==> src/rtl/register_file_pkg.sv <==
// Shared constants and types for the register-file write arbiter slice.
// Latency: n/a (declarations only).
// Backpressure: n/a.
package register_file_pkg;

   localparam int RF_WIDTH    = 32;  // data width of one register
   localparam int RF_ADDR_W   = 5;   // register address width
   localparam int RF_NUM_REGS = 32;  // architectural registers, r0 is hard zero

   localparam int ZERO_REG = 0;

   // Sequencer phases: INIT clears r1..rN-1, RUN serves the requesters.
   typedef enum logic {
      ST_INIT = 1'b0,
      ST_RUN  = 1'b1
   } state_t;

   // Encoding of the last-grant flag.
   localparam logic GRANT_A = 1'b0;
   localparam logic GRANT_B = 1'b1;

endpackage

==> src/rtl/rr_arbiter_2.sv <==
// Two-way round-robin arbiter; purely combinational, one-hot grant.
// Latency: 0 cycles (grant follows req/last_grant in the same cycle).
// Backpressure: no grant while i_enable is low; requests simply wait.
// Ports: i_req[0]=A, i_req[1]=B; i_last_grant 0=A last, 1=B last;
//        i_enable gates all grants; o_grant one-hot (or zero).
module rr_arbiter_2
   import register_file_pkg::*;
(
   input  logic [1:0] i_req,
   input  logic       i_last_grant,
   input  logic       i_enable,
   output logic [1:0] o_grant
);

   always_comb begin
      o_grant = 2'b00;
      if (i_enable) begin
         if (i_req == 2'b11) begin
            // Contention: the side that did not win last time goes now.
            if (i_last_grant == GRANT_B) begin
               o_grant = 2'b01;
            end else begin
               o_grant = 2'b10;
            end
         end else begin
            o_grant = i_req;
         end
      end
   end

endmodule

==> src/rtl/register_file_write_arbiter.sv <==
// Shares the register-file write port between ALU (A) and load (B) writeback
// after an init pass that zeroes r1..NUM_REGS-1. Latency: accept -> write 1 cycle.
// Backpressure: readys low during INIT; in RUN one requester accepted per cycle.
// Ports: clock/reset (sync, active-low); a_*/b_* valid-ready requesters;
//        Reg_Write_o/Write_Register_o/Write_Data_o registered write port;
//        init_done_o init pass finished; last_grant_o 0=A, 1=B.
module register_file_write_arbiter
   import register_file_pkg::*;
#(
   parameter int WIDTH    = RF_WIDTH,
   parameter int ADDR_W   = RF_ADDR_W,
   parameter int NUM_REGS = RF_NUM_REGS
) (
   input  logic              clock,
   input  logic              reset,
   input  logic              a_valid_i,
   input  logic [ADDR_W-1:0] a_addr_i,
   input  logic [WIDTH-1:0]  a_data_i,
   output logic              a_ready_o,
   input  logic              b_valid_i,
   input  logic [ADDR_W-1:0] b_addr_i,
   input  logic [WIDTH-1:0]  b_data_i,
   output logic              b_ready_o,
   output logic              Reg_Write_o,
   output logic [ADDR_W-1:0] Write_Register_o,
   output logic [WIDTH-1:0]  Write_Data_o,
   output logic              init_done_o,
   output logic              last_grant_o
);

   // One extra bit so the pointer can step past the last register; the
   // out-of-range value marks the idle cycle that hands over to RUN.
   localparam int               PTR_W     = ADDR_W + 1;
   localparam logic [PTR_W-1:0] PTR_FIRST = PTR_W'(1);
   localparam logic [PTR_W-1:0] PTR_LAST  = PTR_W'(NUM_REGS - 1);

   state_t              r_state;
   logic [PTR_W-1:0]    r_init_ptr;
   logic                r_reg_write;
   logic [ADDR_W-1:0]   r_wr_addr;
   logic [WIDTH-1:0]    r_wr_data;
   logic                r_last_grant;

   state_t              w_state_nxt;
   logic [PTR_W-1:0]    w_init_ptr_nxt;
   logic                w_reg_write_nxt;
   logic [ADDR_W-1:0]   w_wr_addr_nxt;
   logic [WIDTH-1:0]    w_wr_data_nxt;
   logic                w_last_grant_nxt;

   logic [1:0]          w_grant;
   logic                w_accept_a;
   logic                w_accept_b;

   // Grant depends only on valids, last grant and phase, never on payload.
   rr_arbiter_2 u_rr_arbiter_2 (
      .i_req        ({b_valid_i, a_valid_i}),
      .i_last_grant (r_last_grant),
      .i_enable     (r_state == ST_RUN),
      .o_grant      (w_grant)
   );

   assign w_accept_a = w_grant[0] & a_valid_i;
   assign w_accept_b = w_grant[1] & b_valid_i;

   always_ff @(posedge clock) begin
      if (!reset) begin
         r_state      <= ST_INIT;
         r_init_ptr   <= PTR_FIRST;
         r_reg_write  <= 1'b0;
         r_wr_addr    <= '0;
         r_wr_data    <= '0;
         r_last_grant <= GRANT_B;   // A gets first priority after reset
      end else begin
         r_state      <= w_state_nxt;
         r_init_ptr   <= w_init_ptr_nxt;
         r_reg_write  <= w_reg_write_nxt;
         r_wr_addr    <= w_wr_addr_nxt;
         r_wr_data    <= w_wr_data_nxt;
         r_last_grant <= w_last_grant_nxt;
      end
   end

   always_comb begin
      w_state_nxt      = r_state;
      w_init_ptr_nxt   = r_init_ptr;
      w_reg_write_nxt  = 1'b0;
      w_wr_addr_nxt    = r_wr_addr;
      w_wr_data_nxt    = r_wr_data;
      w_last_grant_nxt = r_last_grant;

      unique case (r_state)
         ST_INIT: begin
            if (r_init_ptr <= PTR_LAST) begin
               w_reg_write_nxt = 1'b1;
               w_wr_addr_nxt   = r_init_ptr[ADDR_W-1:0];
               w_wr_data_nxt   = '0;
               w_init_ptr_nxt  = r_init_ptr + PTR_W'(1);
            end else begin
               // The last init write is on the port now; next edge opens RUN.
               w_state_nxt = ST_RUN;
            end
         end
         ST_RUN: begin
            if (w_accept_a) begin
               // Writes to r0 are accepted (ready seen) but never reach the file.
               w_reg_write_nxt  = (a_addr_i != ADDR_W'(ZERO_REG));
               w_wr_addr_nxt    = a_addr_i;
               w_wr_data_nxt    = a_data_i;
               w_last_grant_nxt = GRANT_A;
            end else if (w_accept_b) begin
               w_reg_write_nxt  = (b_addr_i != ADDR_W'(ZERO_REG));
               w_wr_addr_nxt    = b_addr_i;
               w_wr_data_nxt    = b_data_i;
               w_last_grant_nxt = GRANT_B;
            end
         end
         default: begin
            w_state_nxt = ST_INIT;
         end
      endcase
   end

   assign a_ready_o        = w_grant[0];
   assign b_ready_o        = w_grant[1];
   assign Reg_Write_o      = r_reg_write;
   assign Write_Register_o = r_wr_addr;
   assign Write_Data_o     = r_wr_data;
   assign init_done_o      = (r_state == ST_RUN);
   assign last_grant_o     = r_last_grant;

endmodule

==> config.mk <==
export PLATFORM = sky130hd
export DESIGN_NAME = register_file_write_arbiter
export DESIGN_NICKNAME = d
export VERILOG_FILES = /design/src/rtl/register_file_pkg.sv /design/src/rtl/rr_arbiter_2.sv /design/src/rtl/register_file_write_arbiter.sv
export SDC_FILE = /design/constraint.sdc
export NUM_CORES = 1
export LEC_CHECK = 0
export CAP_MARGIN = 20
export CORE_ASPECT_RATIO = 0.75
export CORE_MARGIN = 8
export CORE_UTILIZATION = 45
export CTS_CLUSTER_SIZE = 24
export DETAILED_ROUTE_END_ITERATION = 8
export PLACE_DENSITY = 0.83
export REMOVE_ABC_BUFFERS = 1
export SETUP_SLACK_MARGIN = 0.02
export SLEW_MARGIN = 5
export SYNTH_ARGS = -nofsm -noshare
export SYNTH_HDL_FRONTEND = slang
export SYNTH_SLANG_ARGS = --single-unit
==> constraint.sdc <==
create_clock -name clock -period 2.05 [get_ports clock]
set_input_delay 0.41 -clock clock [delete_from_list [all_inputs] [get_ports clock]]
set_output_delay 0.41 -clock clock [all_outputs]
set_load 0.01 [all_outputs]
After elaboration in Yosys (flattened, before gate mapping):

Index checks and enable logic that the tools add are counted.
Widths: inputs -> output; s select.

* reductions and logical operators: 6
* muxes and demuxes: 19
* $lt $le $gt $ge: 1
* add/subtract/negate cells: 1
* bitwise gates (word level): 3
* equality and inequality tests: 3

Operators by type and width (number)
* $mux 32: 3
* $pmux 32 s2: 1
* $mux 5: 3
* $pmux 5 s2: 1
* $reduce_bool 5->1: 2
* $mux 1: 7
* $add 6x1->6 const B: 1
* $le 6x5->1 const B: 1
* $mux 2: 3
* $reduce_and 2->1: 3
* $ne 3x1->1 const B: 1
* $and 1x1->1: 2
* $eq 2x2->1 const B: 1
* $ne 2x2->1 const B: 1
* $pmux 1 s2: 1
* $reduce_bool 2->1: 1
* $not 1->1: 1

* register bits: 46
* bits of input ports: 78
* output and inout port bits: 42

Longest topological paths before layout:

Gate-level depths: netlist of run 1.

* depth after elaboration: 7
* mapped depth: 5
* mapped depth without buffers: 4

Hierarchy:

A second synthesis of run 1 with hierarchy kept.

* cells, all modules: 320
* area, all modules: 2648.8 um2

By module, submodules not included
* register_file_write_arbiter: instances 1, cells each 315, area each 2627.5 um2, sequential area each 920.9 um2
* rr_arbiter_2: instances 1, cells each 5, area each 21.3 um2, sequential area each 0.0 um2

Worst setup path before layout of run 1:

No wires, ideal clock.

* kind: input port to flip-flop
* start point: input port a_valid_i
* end point: register r_wr_data[10] (netlist: Write_Data_o[10])
* path slack: 534 ps
* stages on the path: 5
* buffers on the path: 2
* arrival time: 1369 ps
* library setup time: 147 ps
* cell sequence: or3b_1 > buf_2 > clkbuf_1 > a21oi_1 > a311oi_2

* cells in the longest elaborated chain, start to end: 6
* elaborated cells between the ends (all ways): 9
* those cells by class: 2 x eq/ne; 4 x mux; 2 x bitwise; 1 x reduce/logical

Ends and longest elaborated chain
* start, declared: line register_file_write_arbiter.sv:16 `input logic a_valid_i,`
* $eq 2x2->1: line rr_arbiter_2.sv:18 `if (i_req == 2'b11) begin`
* $mux 2: line rr_arbiter_2.sv:18
* $mux 2: line rr_arbiter_2.sv:17 `if (i_enable) begin`
* $and 1x1->1, on equally long branches: line register_file_write_arbiter.sv:63, register_file_write_arbiter.sv:64
* $mux 32 / $ne 3x1->1 (equally long branches)
* $pmux 32 s2 / $reduce_and 2->1 (equally long branches)
* end signal, assigned: line register_file_write_arbiter.sv:79 `r_wr_data <= w_wr_data_nxt;`
* end, declared: line register_file_write_arbiter.sv:41 `logic [WIDTH-1:0] r_wr_data;`

Several ways; a longest one is shown, not always the timed one.
A chain may end at the register's enable or synchronous reset.

Final worst setup path of run 1:

* start point: input port b_valid_i
* end point: output port a_ready_o

* cells in the longest elaborated chain, start to end: 3

Ends and longest elaborated chain
* start, declared: line register_file_write_arbiter.sv:20 `input logic b_valid_i,`
* $eq 2x2->1: line rr_arbiter_2.sv:18
* $mux 2: line rr_arbiter_2.sv:18
* $mux 2: line rr_arbiter_2.sv:17
* end, declared: line register_file_write_arbiter.sv:19 `output logic a_ready_o,`

Every way passes these cells.

==> summary.txt, run 1 <==
Synth
  • Syn Std Cell Area: 2564 um2
  • Adder-Cell Fraction of Synth Area: 0.4880%
  • Simple logic cell fraction of the synthesized area: 14.74%
  • Post-Synth XOR/XNOR Area: less than 1%
  • Synth cell types: 38
  • Synth area leaders: dfxtp_1 36%, a311oi_2 15%, o211ai_1 9.7%
  • Top cell type's share of synthesized area: 35.92%
  • Syn Area/Cell: roughly 9.0 um2
  • Most common cell in the netlist: dfxtp_1
  • Asr flop ratio synth: 0%
  • Multiplexer area fraction after synthesis: 0%
  • Area leader, netlist: dfxtp_1
  • Synthesis warning total: 0
  • Flops & latches, synth: 46
  • Post-synth EDFFs: 0
  • Post-Synthesis Cells: 285
  • Ys flop type: dfxtp_1
  • Sequential-to-total area share from yosys stat: between 30% and 40%
  • Synth cell count leaders: 46 x dfxtp_1, 41 x a21oi_1, 33 x nand3_1, 33 x o211ai_1, 25 x a311oi_2
  • Largest family of logic cells by synthesized area: compound AO/OA/AOI/OAI gates
  • Compound-Gate Fraction of Synth Area: 40.21%

Run
  • Max_cap viols: 0

Drt
  • DRC viols: 0
  • Antenna Nets Post-Route: 0
  • Routed vias: 2,836
  • DR WL/cell: 19.86 um
  • Vias/cell: 6.021
  • WL final: 9.355 mm
  • First drt pass iteration count: 4
  • Initial DRC count: 204

Outcome
  • Status: finished, final reports clean

STA
  • Part of the cycle the worst path needs: 90.82%
  • Slew at the pin closest to its max-slew limit: 435.8 ps
  • Final hold vios: 0
  • Setup TNS: 0 ps
  • Crit path time final: 1862 ps
  • Worst Setup Slack, final: 188.2 ps
  • Clock Skews: 9.863 ps
  • Final setup fails: 0
  • Slew Limit Fails: 0
  • Relative slew slack: 70.88%
  • F_max: 537.1 MHz
  • RSZ-0062 raised after global routing: no
  • Worst hold margin: 479.5 ps

Worst setup path
  • Worst Path Max Fanout: 4
  • Worst path cell trace: clkdlybuf4s50_1, nor2b_2, nor2_1, dlygate4sd2_1
  • Reg2Reg Setup Slack: roughly 420 ps
  • Crit path kind: in2out
  • CP required: 1640 ps
  • Worst Path Arrival: 1450 ps
  • Crit path depth: 4
  • CP endpoint kind: output pin
  • CP max stage delay: 530 ps
  • Critical Path Start: b_valid_i
  • Reg2Reg Depth: 5
  • Startpoint types: input port
  • Reg2Reg Capture Point: Write_Register_o[1]$_SDFFE_PN0P_
  • R2R Path Start: init_done_o$_SDFF_PN0_
  • Setup crit end: a_ready_o
  • Crit path buffers/inverters: 2
  • Slowest CP cell: clkdlybuf4s50_1
  • Top delay family on crit path: buffers and inverters

Clock network
  • Hold Buf Count CTS: 0
  • Sink Count: 46
  • Max clock buf depth: 2
  • Root buffer cell: clkbuf_8
  • Worst-Skew Late Latency: about 300 ps
  • CTS tree: yes
  • CTS clk-pin slew, worst paths: 80 ps
  • CTS H-tree lvls: 2
  • CTS Buf Count: 5

Placed design
  • Dpl hpwl: 6.751 mm
  • RePlAce Congestion: 0.8266
  • Pre-CTS setup slack: -80.66 ps
  • Post-DP Area: 3887 um2
  • Port bufs: 119
  • Placed cells: 464

Global route
  • First-pass GRT wire length: 14.38 mm
  • Initial antenna violation count: 0
  • Vias in the first global route: around 2,700
  • GR Overflow Total: 0
  • Total GRT Usage: 21.58%
  • Largest net degree at the start of global routing: 38

Pwr
  • Sw Share: a little under a quarter
  • Leak pwr: about 1.3 nW
  • Internal power: 1.306 mW
  • Worst vdd ir: 334.1 uV
  • P_sw: roughly 410 uW
  • Comb power frac: 14.7%
  • Clk pwr share: a little under a third
  • Pwr/cell area: 433.4 nW/um2
  • Tot Pwr: approximately 1.7 mW
  • Flop pwr share: around 54%

Final layout
  • Final Core Density: 73.27%
  • Layout area overhead: 54.61%
  • Share of cells above drive strength 1: between 10% and 20%
  • Fin cells: 471
  • Fin nets: 475
  • Design Area, Final: 3964 um2
  • Ant. Diodes: 0

Floorplanning
  • Core area: roughly 5400 um2
  • Die footprint: 8393 um2
  • Die Wd: 103.2 um
  • Initial Util: 47.39%
  • Ports: 120
  • Site Rows: 23
  • Die H: 81.37 um

Min path
  • Hold Crit Class: reg2reg
==> routing by layer <==
metal  track usage (%)  vias to the layer above  part of all wire (%)  wire length (um)
met5                 0                        -                     0                 0
met4             4.460                        0                  0.75                70
met2             34.96                      151                    46              4290
met1             28.49                     1328                    43              4065
met3             5.295                        7                   9.9               930
li1                  -                     1350                     -                 -
==> power by group through the flow <==
stage	Clock [mW]	Combinational, mW	Sequential [mW]
6_report	0.544	0.253	0.921
5_1_grt	0.597	0.269	0.923
4_1_cts	0.552	0.253	0.920
3_5_place_dp	0	0.252	0.941
3_3_place_gp	0	0.249	0.941
2_1_floorplan	0	0.0496	0.941
==> cell families after synthesis <==
group           after synthesis
simple gates                 71
flops                        46
compound gates              123
xor+xnor                      2
fa+ha+maj                     1
buf+inv                      42
==> how the worst min path moves through the flow <==
stage / to / cells past startpoint / from / slack, ps
finish: Write_Register_o[3]$_SDFFE_PN0P_ / 2 / Write_Register_o[3]$_SDFFE_PN0P_ / 480
global route: Write_Register_o[3]$_SDFFE_PN0P_ / 2 / Write_Register_o[3]$_SDFFE_PN0P_ / 500
CTS: Write_Register_o[3]$_SDFFE_PN0P_ / 2 / Write_Register_o[3]$_SDFFE_PN0P_ / 480
detailed placement: Write_Register_o[1]$_SDFFE_PN0P_ / 2 / Write_Register_o[1]$_SDFFE_PN0P_ / 460
global placement: Write_Register_o[4]$_SDFFE_PN0P_ / 2 / Write_Register_o[4]$_SDFFE_PN0P_ / 460
floorplan: r_init_ptr[0]$_SDFFE_PN1P_ / 1 / reset / 470
==> area by class of cell <==
type / instances / area [um2]
clock buffer: 5 / 68.82
timing repair buffer: 142 / 1411
fill: 435 / 1446
inverter: 4 / 15.01
sequential: 46 / 922.1
clock inverter: 2 / 10.01
tap: 75 / 93.84
multi-input combinational: 197 / 1443
==> timing repair <==
action                     CTS  global route
gates resized for setup      2             0
setup endpoints to repair    2             0
setup buffers                0             0
==> state kept, by name, indices dropped and copies added, names as in the netlist <==
name              cells
Reg_Write_o           1
Write_Data_o         32
Write_Register_o      5
init_done_o           1
last_grant_o          1
r_init_ptr            6
==> tightest hold or removal path, stage by stage (launching register included) <==
cell	delay, ps
dfxtp_1	320
nand2_1	50
o32ai_1	70
==> cell usage in the layout, fill, tap and decap left out, drive strengths merged, types with 3 or more instances in the layout <==
master and count:
a21oi 41, a311oi 32, buf 23, clkbuf 5, clkdlybuf4s50 117, clkinv 3, dfxtp 46, inv 3
nand2 11, nand2b 7, nand3 33, nor2 5, nor4b 4, o2111ai 5, o211ai 33, o32ai 5
(Power assumes the default switching activity.)
==> run 2: changes to the inputs <==
--- a/config.mk
+++ b/config.mk
@@ -14,7 +14,7 @@
 export PLACE_DENSITY = 0.83
 export REMOVE_ABC_BUFFERS = 1
 export SETUP_SLACK_MARGIN = 0.02
-export SLEW_MARGIN = 5
+export SLEW_MARGIN = 10
 export SYNTH_ARGS = -nofsm -noshare
 export SYNTH_HDL_FRONTEND = slang
 export SYNTH_SLANG_ARGS = --single-unit
==> results of run 2 <==
No change in the layout: final DEF, timing and power equal those of run 1.
==> run 3: changes to the inputs <==
--- a/config.mk
+++ b/config.mk
@@ -5,7 +5,7 @@
 export SDC_FILE = /design/constraint.sdc
 export NUM_CORES = 1
 export LEC_CHECK = 0
-export CAP_MARGIN = 20
+export CAP_MARGIN = 40
 export CORE_ASPECT_RATIO = 0.75
 export CORE_MARGIN = 8
 export CORE_UTILIZATION = 45
@@ -18,3 +18,4 @@
 export SYNTH_ARGS = -nofsm -noshare
 export SYNTH_HDL_FRONTEND = slang
 export SYNTH_SLANG_ARGS = --single-unit
+export TNS_END_PERCENT = 100
==> results of run 3 <==
No change in the layout: final DEF, timing and power equal those of run 1.
